`src/rtl/vedic_pkg.sv`:
```
`default_nettype none
// ============================================================================
//  Module      : vedic_pkg
//  Description : Shared widths, constants and state encoding for the Vedic
//                arithmetic datapath (32-by-16 restoring divider).
//  Revision    : 1.0 - initial release
// ============================================================================
package vedic_pkg;

    localparam int DIVIDEND_W = 32;
    localparam int DIVISOR_W  = 16;
    // Partial remainder carries one guard bit above the divisor width.
    localparam int REM_W      = DIVISOR_W + 1;
    localparam int COUNT_W    = 4;

    // Saturated quotient reported for divide-by-zero and overflow.
    localparam logic [DIVISOR_W-1:0] DIV_SAT   = 16'hFFFF;
    // Index of the final iteration; 16 iterations produce 16 quotient bits.
    localparam logic [COUNT_W-1:0]   LAST_STEP = 4'd15;

    typedef enum logic [1:0] {
        IDLE = 2'd0,
        RUN  = 2'd1,
        DONE = 2'd2
    } div_state_t;

endpackage : vedic_pkg
`default_nettype wire

```
`src/rtl/div_restore_step.sv`:
```
`default_nettype none
// ============================================================================
//  Module      : div_restore_step
//  Description : One combinational restoring-division iteration. Shifts the
//                next dividend bit into the partial remainder, trial-subtracts
//                the divisor and keeps the difference only if non-negative.
//  Revision    : 1.0 - initial release
// ============================================================================
module div_restore_step
    import vedic_pkg::*;
(
    input  logic [REM_W-1:0]     rem_in,
    input  logic [DIVISOR_W-1:0] quo_in,
    input  logic [DIVISOR_W-1:0] divisor,
    output logic [REM_W-1:0]     rem_out,
    output logic [DIVISOR_W-1:0] quo_out
);

    logic [REM_W-1:0] w_shifted;
    logic [REM_W-1:0] w_trial;
    logic             w_negative;
    // The guard bit of the incoming remainder is always zero because the
    // remainder is kept below the divisor; it is deliberately not consumed.
    logic             w_unused;

    assign w_unused   = rem_in[REM_W-1];
    assign w_shifted  = {rem_in[DIVISOR_W-1:0], quo_in[DIVISOR_W-1]};
    assign w_trial    = w_shifted - {1'b0, divisor};
    assign w_negative = w_trial[REM_W-1];

    // Restore on a negative trial, otherwise keep the difference.
    assign rem_out = w_negative ? w_shifted : w_trial;
    assign quo_out = {quo_in[DIVISOR_W-2:0], ~w_negative};

endmodule : div_restore_step
`default_nettype wire

```
`src/rtl/vedic_divider_32by16.sv`:
```
`default_nettype none
// ============================================================================
//  Module      : vedic_divider_32by16
//  Description : Sequential restoring divider, 32-bit dividend by 16-bit
//                divisor, one quotient bit per clock, valid/ready on both
//                the operand and result side. Divide-by-zero and quotient
//                overflow are detected at accept and answered in one cycle.
//  Revision    : 1.0 - initial release
// ============================================================================
module vedic_divider_32by16
    import vedic_pkg::*;
(
    input  logic                  clk,
    input  logic                  rst,
    input  logic                  in_valid,
    output logic                  in_ready,
    input  logic [DIVIDEND_W-1:0] dividend,
    input  logic [DIVISOR_W-1:0]  divisor,
    output logic                  out_valid,
    input  logic                  out_ready,
    output logic [DIVISOR_W-1:0]  quotient,
    output logic [DIVISOR_W-1:0]  remainder,
    output logic                  div_by_zero,
    output logic                  overflow
);

    div_state_t             r_state;
    div_state_t             w_state_next;
    logic [COUNT_W-1:0]     r_count;
    logic [DIVISOR_W-1:0]   r_divisor;
    logic [REM_W-1:0]       r_rem;
    logic [DIVISOR_W-1:0]   r_quo;
    logic [DIVISOR_W-1:0]   r_quotient;
    logic [DIVISOR_W-1:0]   r_remainder;
    logic                   r_div_by_zero;
    logic                   r_overflow;

    logic                   w_accept;
    logic                   w_zero;
    logic                   w_ovf;
    logic                   w_last;
    logic                   w_out_fire;
    logic [DIVISOR_W-1:0]   w_hi;
    logic [DIVISOR_W-1:0]   w_lo;
    logic [REM_W-1:0]       w_rem_next;
    logic [DIVISOR_W-1:0]   w_quo_next;

    assign w_hi       = dividend[DIVIDEND_W-1:DIVISOR_W];
    assign w_lo       = dividend[DIVISOR_W-1:0];
    assign w_zero     = (divisor == '0);
    // A high half at or above the divisor means the quotient needs > 16 bits.
    assign w_ovf      = (w_hi >= divisor);
    assign w_accept   = in_valid && in_ready;
    assign w_last     = (r_count == LAST_STEP);
    assign w_out_fire = out_valid && out_ready;

    assign in_ready    = (r_state == IDLE) && !rst;
    assign out_valid   = (r_state == DONE);
    assign quotient    = r_quotient;
    assign remainder   = r_remainder;
    assign div_by_zero = r_div_by_zero;
    assign overflow    = r_overflow;

    div_restore_step u_step (
        .rem_in  (r_rem),
        .quo_in  (r_quo),
        .divisor (r_divisor),
        .rem_out (w_rem_next),
        .quo_out (w_quo_next)
    );

    // State register.
    always_ff @(posedge clk) begin
        if (rst) begin
            r_state <= IDLE;
        end else begin
            r_state <= w_state_next;
        end
    end

    // Next-state selection: special cases skip straight to DONE.
    always_comb begin
        w_state_next = r_state;
        case (r_state)
            IDLE: begin
                if (w_accept) begin
                    w_state_next = (w_zero || w_ovf) ? DONE : RUN;
                end
            end
            RUN: begin
                if (w_last) begin
                    w_state_next = DONE;
                end
            end
            DONE: begin
                if (w_out_fire) begin
                    w_state_next = IDLE;
                end
            end
            default: w_state_next = IDLE;
        endcase
    end

    // Operand capture, iteration datapath and result/flag registers.
    always_ff @(posedge clk) begin
        if (rst) begin
            r_count       <= '0;
            r_divisor     <= '0;
            r_rem         <= '0;
            r_quo         <= '0;
            r_quotient    <= '0;
            r_remainder   <= '0;
            r_div_by_zero <= 1'b0;
            r_overflow    <= 1'b0;
        end else begin
            case (r_state)
                IDLE: begin
                    if (w_accept) begin
                        r_divisor <= divisor;
                        r_count   <= '0;
                        if (w_zero) begin
                            r_div_by_zero <= 1'b1;
                            r_quotient    <= DIV_SAT;
                            r_remainder   <= w_lo;
                        end else if (w_ovf) begin
                            r_overflow    <= 1'b1;
                            r_quotient    <= DIV_SAT;
                            r_remainder   <= '0;
                        end else begin
                            r_rem <= {1'b0, w_hi};
                            r_quo <= w_lo;
                        end
                    end
                end
                RUN: begin
                    r_rem   <= w_rem_next;
                    r_quo   <= w_quo_next;
                    r_count <= r_count + 4'd1;
                    if (w_last) begin
                        r_quotient  <= w_quo_next;
                        r_remainder <= w_rem_next[DIVISOR_W-1:0];
                    end
                end
                DONE: begin
                    if (w_out_fire) begin
                        r_div_by_zero <= 1'b0;
                        r_overflow    <= 1'b0;
                    end
                end
                default: begin
                    r_count <= '0;
                end
            endcase
        end
    end

endmodule : vedic_divider_32by16
`default_nettype wire

```
`config.mk`:
```
export PLATFORM = sky130hd
export DESIGN_NAME = vedic_divider_32by16
export DESIGN_NICKNAME = d
export VERILOG_FILES = /design/src/rtl/vedic_pkg.sv /design/src/rtl/div_restore_step.sv /design/src/rtl/vedic_divider_32by16.sv
export SDC_FILE = /design/constraint.sdc
export NUM_CORES = 1
export LEC_CHECK = 0
export BUFFER_PORTS_ARGS = -buffer_cell sky130_fd_sc_hd__buf_2
export CAP_MARGIN = 20
export CORE_AREA = 10 10 121 123
export CTS_CLUSTER_DIAMETER = 120
export DETAILED_ROUTE_END_ITERATION = 10
export DIE_AREA = 0 0 131 133
export MAX_ROUTING_LAYER = met4
export PLACE_DENSITY = 0.7
export SLEW_MARGIN = 20
export SYNTH_ARGS = -nofsm -noshare
export SYNTH_HDL_FRONTEND = slang
export SYNTH_HIERARCHICAL = 1
export SYNTH_SLANG_ARGS = --single-unit
```
`constraint.sdc`:
```
create_clock -name clk -period 4.3 [get_ports clk]
set_input_delay 0.43 -clock clk [delete_from_list [all_inputs] [get_ports clk]]
set_output_delay 0.43 -clock clk [all_outputs]
set_load 0.02 [all_outputs]
```
==> run summary <==
The design draws 3.083 mW. The longest clock path from root to sink contains 2 buffers. The floorplan has 41 rows. The logs give 5361 sq um for the synthesized area and 0.34 ns for the worst-skew pair later-pin latency. 88 I/O pins were placed. The run gives 0 as the count of cells resized by post-cts repair. After filler insertion, the fill cell instance count of the layout stands at 1177. For this design, the sink count on the clock tree is 88. The worst hold path was traced through 3 stages.

STA classifies the critical path startpoint as a flop. After detailed routing, the average wire length per cell comes to 19.17 microns. Clock tree skew after final layout: 0.007794 ns. Setup violations remaining at the end of the flow were counted as 0. Final wirelength: 16.26 mm.

The H-tree depth reported by CTS is 3. The slew at the pin closest to its max-slew limit is 0.9303 ns, and the worst vdd rail ir drop is 0.2456 mV. The mean area per synthesized cell is 8.551 sq um, and the core area is 12360 sq um. The worst path required time is 4.55 ns.

The die covers 17420 sq um. Setup repair after global routing left no endpoint under its margin. The run finished with clean final reports. After layout, the minimum clock period comes to 3.613 ns. Final max-slew violation count: 0. TritonCTS built the clock tree.

In the final layout, flip-flops and latches occupy 1762 sq um. Kind of critical path: reg2reg. The multi-input combinational cells in the finished layout cover a total of 3156 sq um. The number of nets in the synthesized netlist was 714.

After routing, the total negative slack on setup checks comes to 0 ns. The tools report the start point of the worst hold path as divisor[0]. From synthesis to final layout, the design area changed by 13.30%. Launch point of the worst reg-to-reg path: r_divisor[9]$_SDFFE_PP0P_.

For this run, the post-layout net count is 758. The analysis attributes to cell leakage a power of 2.483 nW. The run gives 4879 as the via count of the first global-routing pass.

The final estimated routing congestion in global placement was 0.9020. Entering global routing, the biggest net connects 89 pins. The initial core utilization is 0.4337. The logs give 4832 for the number of vias in the routed layout and 0 for the initial antenna violation count. Measured along the x axis, the die boundary spans 131 microns. Of all nets on the critical path, the largest fanout is 9. After legalization and detailed placement, the total HPWL measured 12.27 mm. Counting cells, the worst reg-to-reg path comes to 13.

Excluding fillers, the count of instances in the completed layout stands at 848. Static timing analysis puts the maximum clock frequency at 276.8 MHz. After detailed placement, the total cell area comes to 5774 sq um. The tools report the setup fix buffers added after clock tree synthesis as 0. The tools report the DRC violation count after routing as 0. For the remaining max-slew budget at the tightest pin, the log shows 0.3798. The wire length of the first global-routing pass came out at 25.84 mm. The most critical setup path has its startpoint at r_divisor[9]$_SDFFE_PP0P_. The proportion of layout cells with a drive suffix above 1 is 0.2160. In this run, placement finished with an instance count of 832.

The tools report the total routing usage reported by global routing as 0.1904. The worst setup path is captured at a flop. Clock tree synthesis selected as its root buffer the cell sky130_fd_sc_hd__clkbuf_16.

The global-route congestion overflow total was 0; the final standard cell area without fillers was 6075 sq um. Power per cell area: 507.5 nW/um^2. For this run, the detailed router's first-pass iteration total came to 5.

Post-synthesis instance total: 627. OpenSTA, run right after detailed placement, puts the worst setup slack at 0.7694 ns. During synthesis, Yosys emitted a total of 6 warnings.

The run gives 3.86 ns as the worst endpoint data arrival time. The number of DRC markers in iteration 0 was 474; the reported max-cap violation count was 0. Floorplan die height: 133 microns. The logs give 0 for the post-detailed-route count of antenna-violating nets and 0.6873 ns for the minimum setup slack in the final design.

Dividing the detail-routed via count by the number of cells gives 5.698. The run gives 0 as the number of hold violations in the final report. The count of buffers added on input and output ports is 87.

The clock slew seen by the registers of the worst setup and hold paths works out to 0.07 ns. The part of the cycle the worst path needs came out at 0.8402. In this run the worst hold path is classified as in2reg. The count of antenna diodes in the layout was 0; the clock buffer count from CTS was 9. In this run, post-CTS hold repair placed 0 buffers.
[path summary, 6_finish.rpt]
kind / end / slack, ns
max reg2reg: remainder[9]$_SDFFE_PP0P_ / 0.69
min reg2reg: div_by_zero$_SDFFE_PP0P_ / 0.49
min: r_divisor[0]$_SDFFE_PP0P_ / 0.32
max: remainder[9]$_SDFFE_PP0P_ / 0.69
[critical path: stages (launching register included)]
cell and delay [ns]:
sky130_fd_sc_hd__dfxtp_1 0.33, sky130_fd_sc_hd__inv_1 0.05, sky130_fd_sc_hd__ha_1 0.38, sky130_fd_sc_hd__a21o_1 0.21
sky130_fd_sc_hd__a21o_1 0.18, sky130_fd_sc_hd__a21oi_1 0.31, sky130_fd_sc_hd__o21ai_0 0.17, sky130_fd_sc_hd__a21oi_1 0.16
sky130_fd_sc_hd__nand2_1 0.07, sky130_fd_sc_hd__ha_1 0.39, sky130_fd_sc_hd__clkinv_1 0.35, sky130_fd_sc_hd__o31ai_2 0.48
sky130_fd_sc_hd__a22oi_1 0.18, sky130_fd_sc_hd__a211oi_1 0.27
[cell type report]
| class | instances | area share |
|---|---|---|
| Inverter | 41 | 0.02533 |
| Clock inverter | 7 | 0.01236 |
| Timing Repair Buffer | 94 | 0.08033 |
| Tap cell | 172 | 0.03543 |
| Sequential cell | 88 | 0.2900 |
| Clock buffer | 9 | 0.03708 |
| Multi-Input combinational cell | 437 | 0.5195 |
[through the flow]
step	utilization	hold slack [ns]
6_report	0.4913	0.3215
4_1_cts	0.4913	0.3063
5_1_grt	0.4913	0.3314
3_3_place_gp	0.4671	0.4549
2_1_floorplan	-	0.4540
3_5_place_dp	0.4671	0.4787
[cells in the final DEF (no fill, tap or decap), types with 3 or more instances in the layout]
master / instances
sky130_fd_sc_hd__a21o_1: 4
sky130_fd_sc_hd__and3_1: 3
sky130_fd_sc_hd__inv_8: 3
sky130_fd_sc_hd__nor2b_1: 4
sky130_fd_sc_hd__a21oi_1: 57
sky130_fd_sc_hd__a311oi_1: 32
sky130_fd_sc_hd__o21a_1: 4
sky130_fd_sc_hd__and2_1: 4
sky130_fd_sc_hd__nand3_1: 6
sky130_fd_sc_hd__ha_1: 34
sky130_fd_sc_hd__a22oi_1: 19
sky130_fd_sc_hd__nand3b_1: 16
sky130_fd_sc_hd__mux2i_1: 35
sky130_fd_sc_hd__a211oi_1: 18
sky130_fd_sc_hd__nor3_1: 11
sky130_fd_sc_hd__nor2_1: 63
sky130_fd_sc_hd__inv_1: 40
sky130_fd_sc_hd__xor2_1: 5
sky130_fd_sc_hd__buf_2: 87
sky130_fd_sc_hd__nand4_1: 4
sky130_fd_sc_hd__o21ai_0: 25
sky130_fd_sc_hd__mux2_2: 8
sky130_fd_sc_hd__clkbuf_16: 9
sky130_fd_sc_hd__o211ai_1: 3
sky130_fd_sc_hd__xnor2_1: 6
sky130_fd_sc_hd__nand2_1: 26
sky130_fd_sc_hd__dfxtp_1: 88
sky130_fd_sc_hd__buf_4: 7
sky130_fd_sc_hd__nor3_2: 11
[registers in the layout, indices dropped and copies added (netlist names)]
register,count
div_by_zero,1
overflow,1
r_state,2
r_count,4
r_divisor,16
remainder,16
r_rem,16
r_quo,16
quotient,16
[power by group]
group / total, mW / switching, mW / internal, mW
clock: 0.780 / 0.369 / 0.411
sequential: 0.988 / 0.0762 / 0.911
combinational: 1.32 / 0.800 / 0.516
[layer usage]
layer	up-vias	track usage	wire [microns]
met3	27	0.03116	787
met5	-	-	0
li1	2364	-	-
met1	2289	0.2356	7187
met4	0	0.07231	429
met2	152	0.3025	7853
Power figures use the tool's default switching activity.
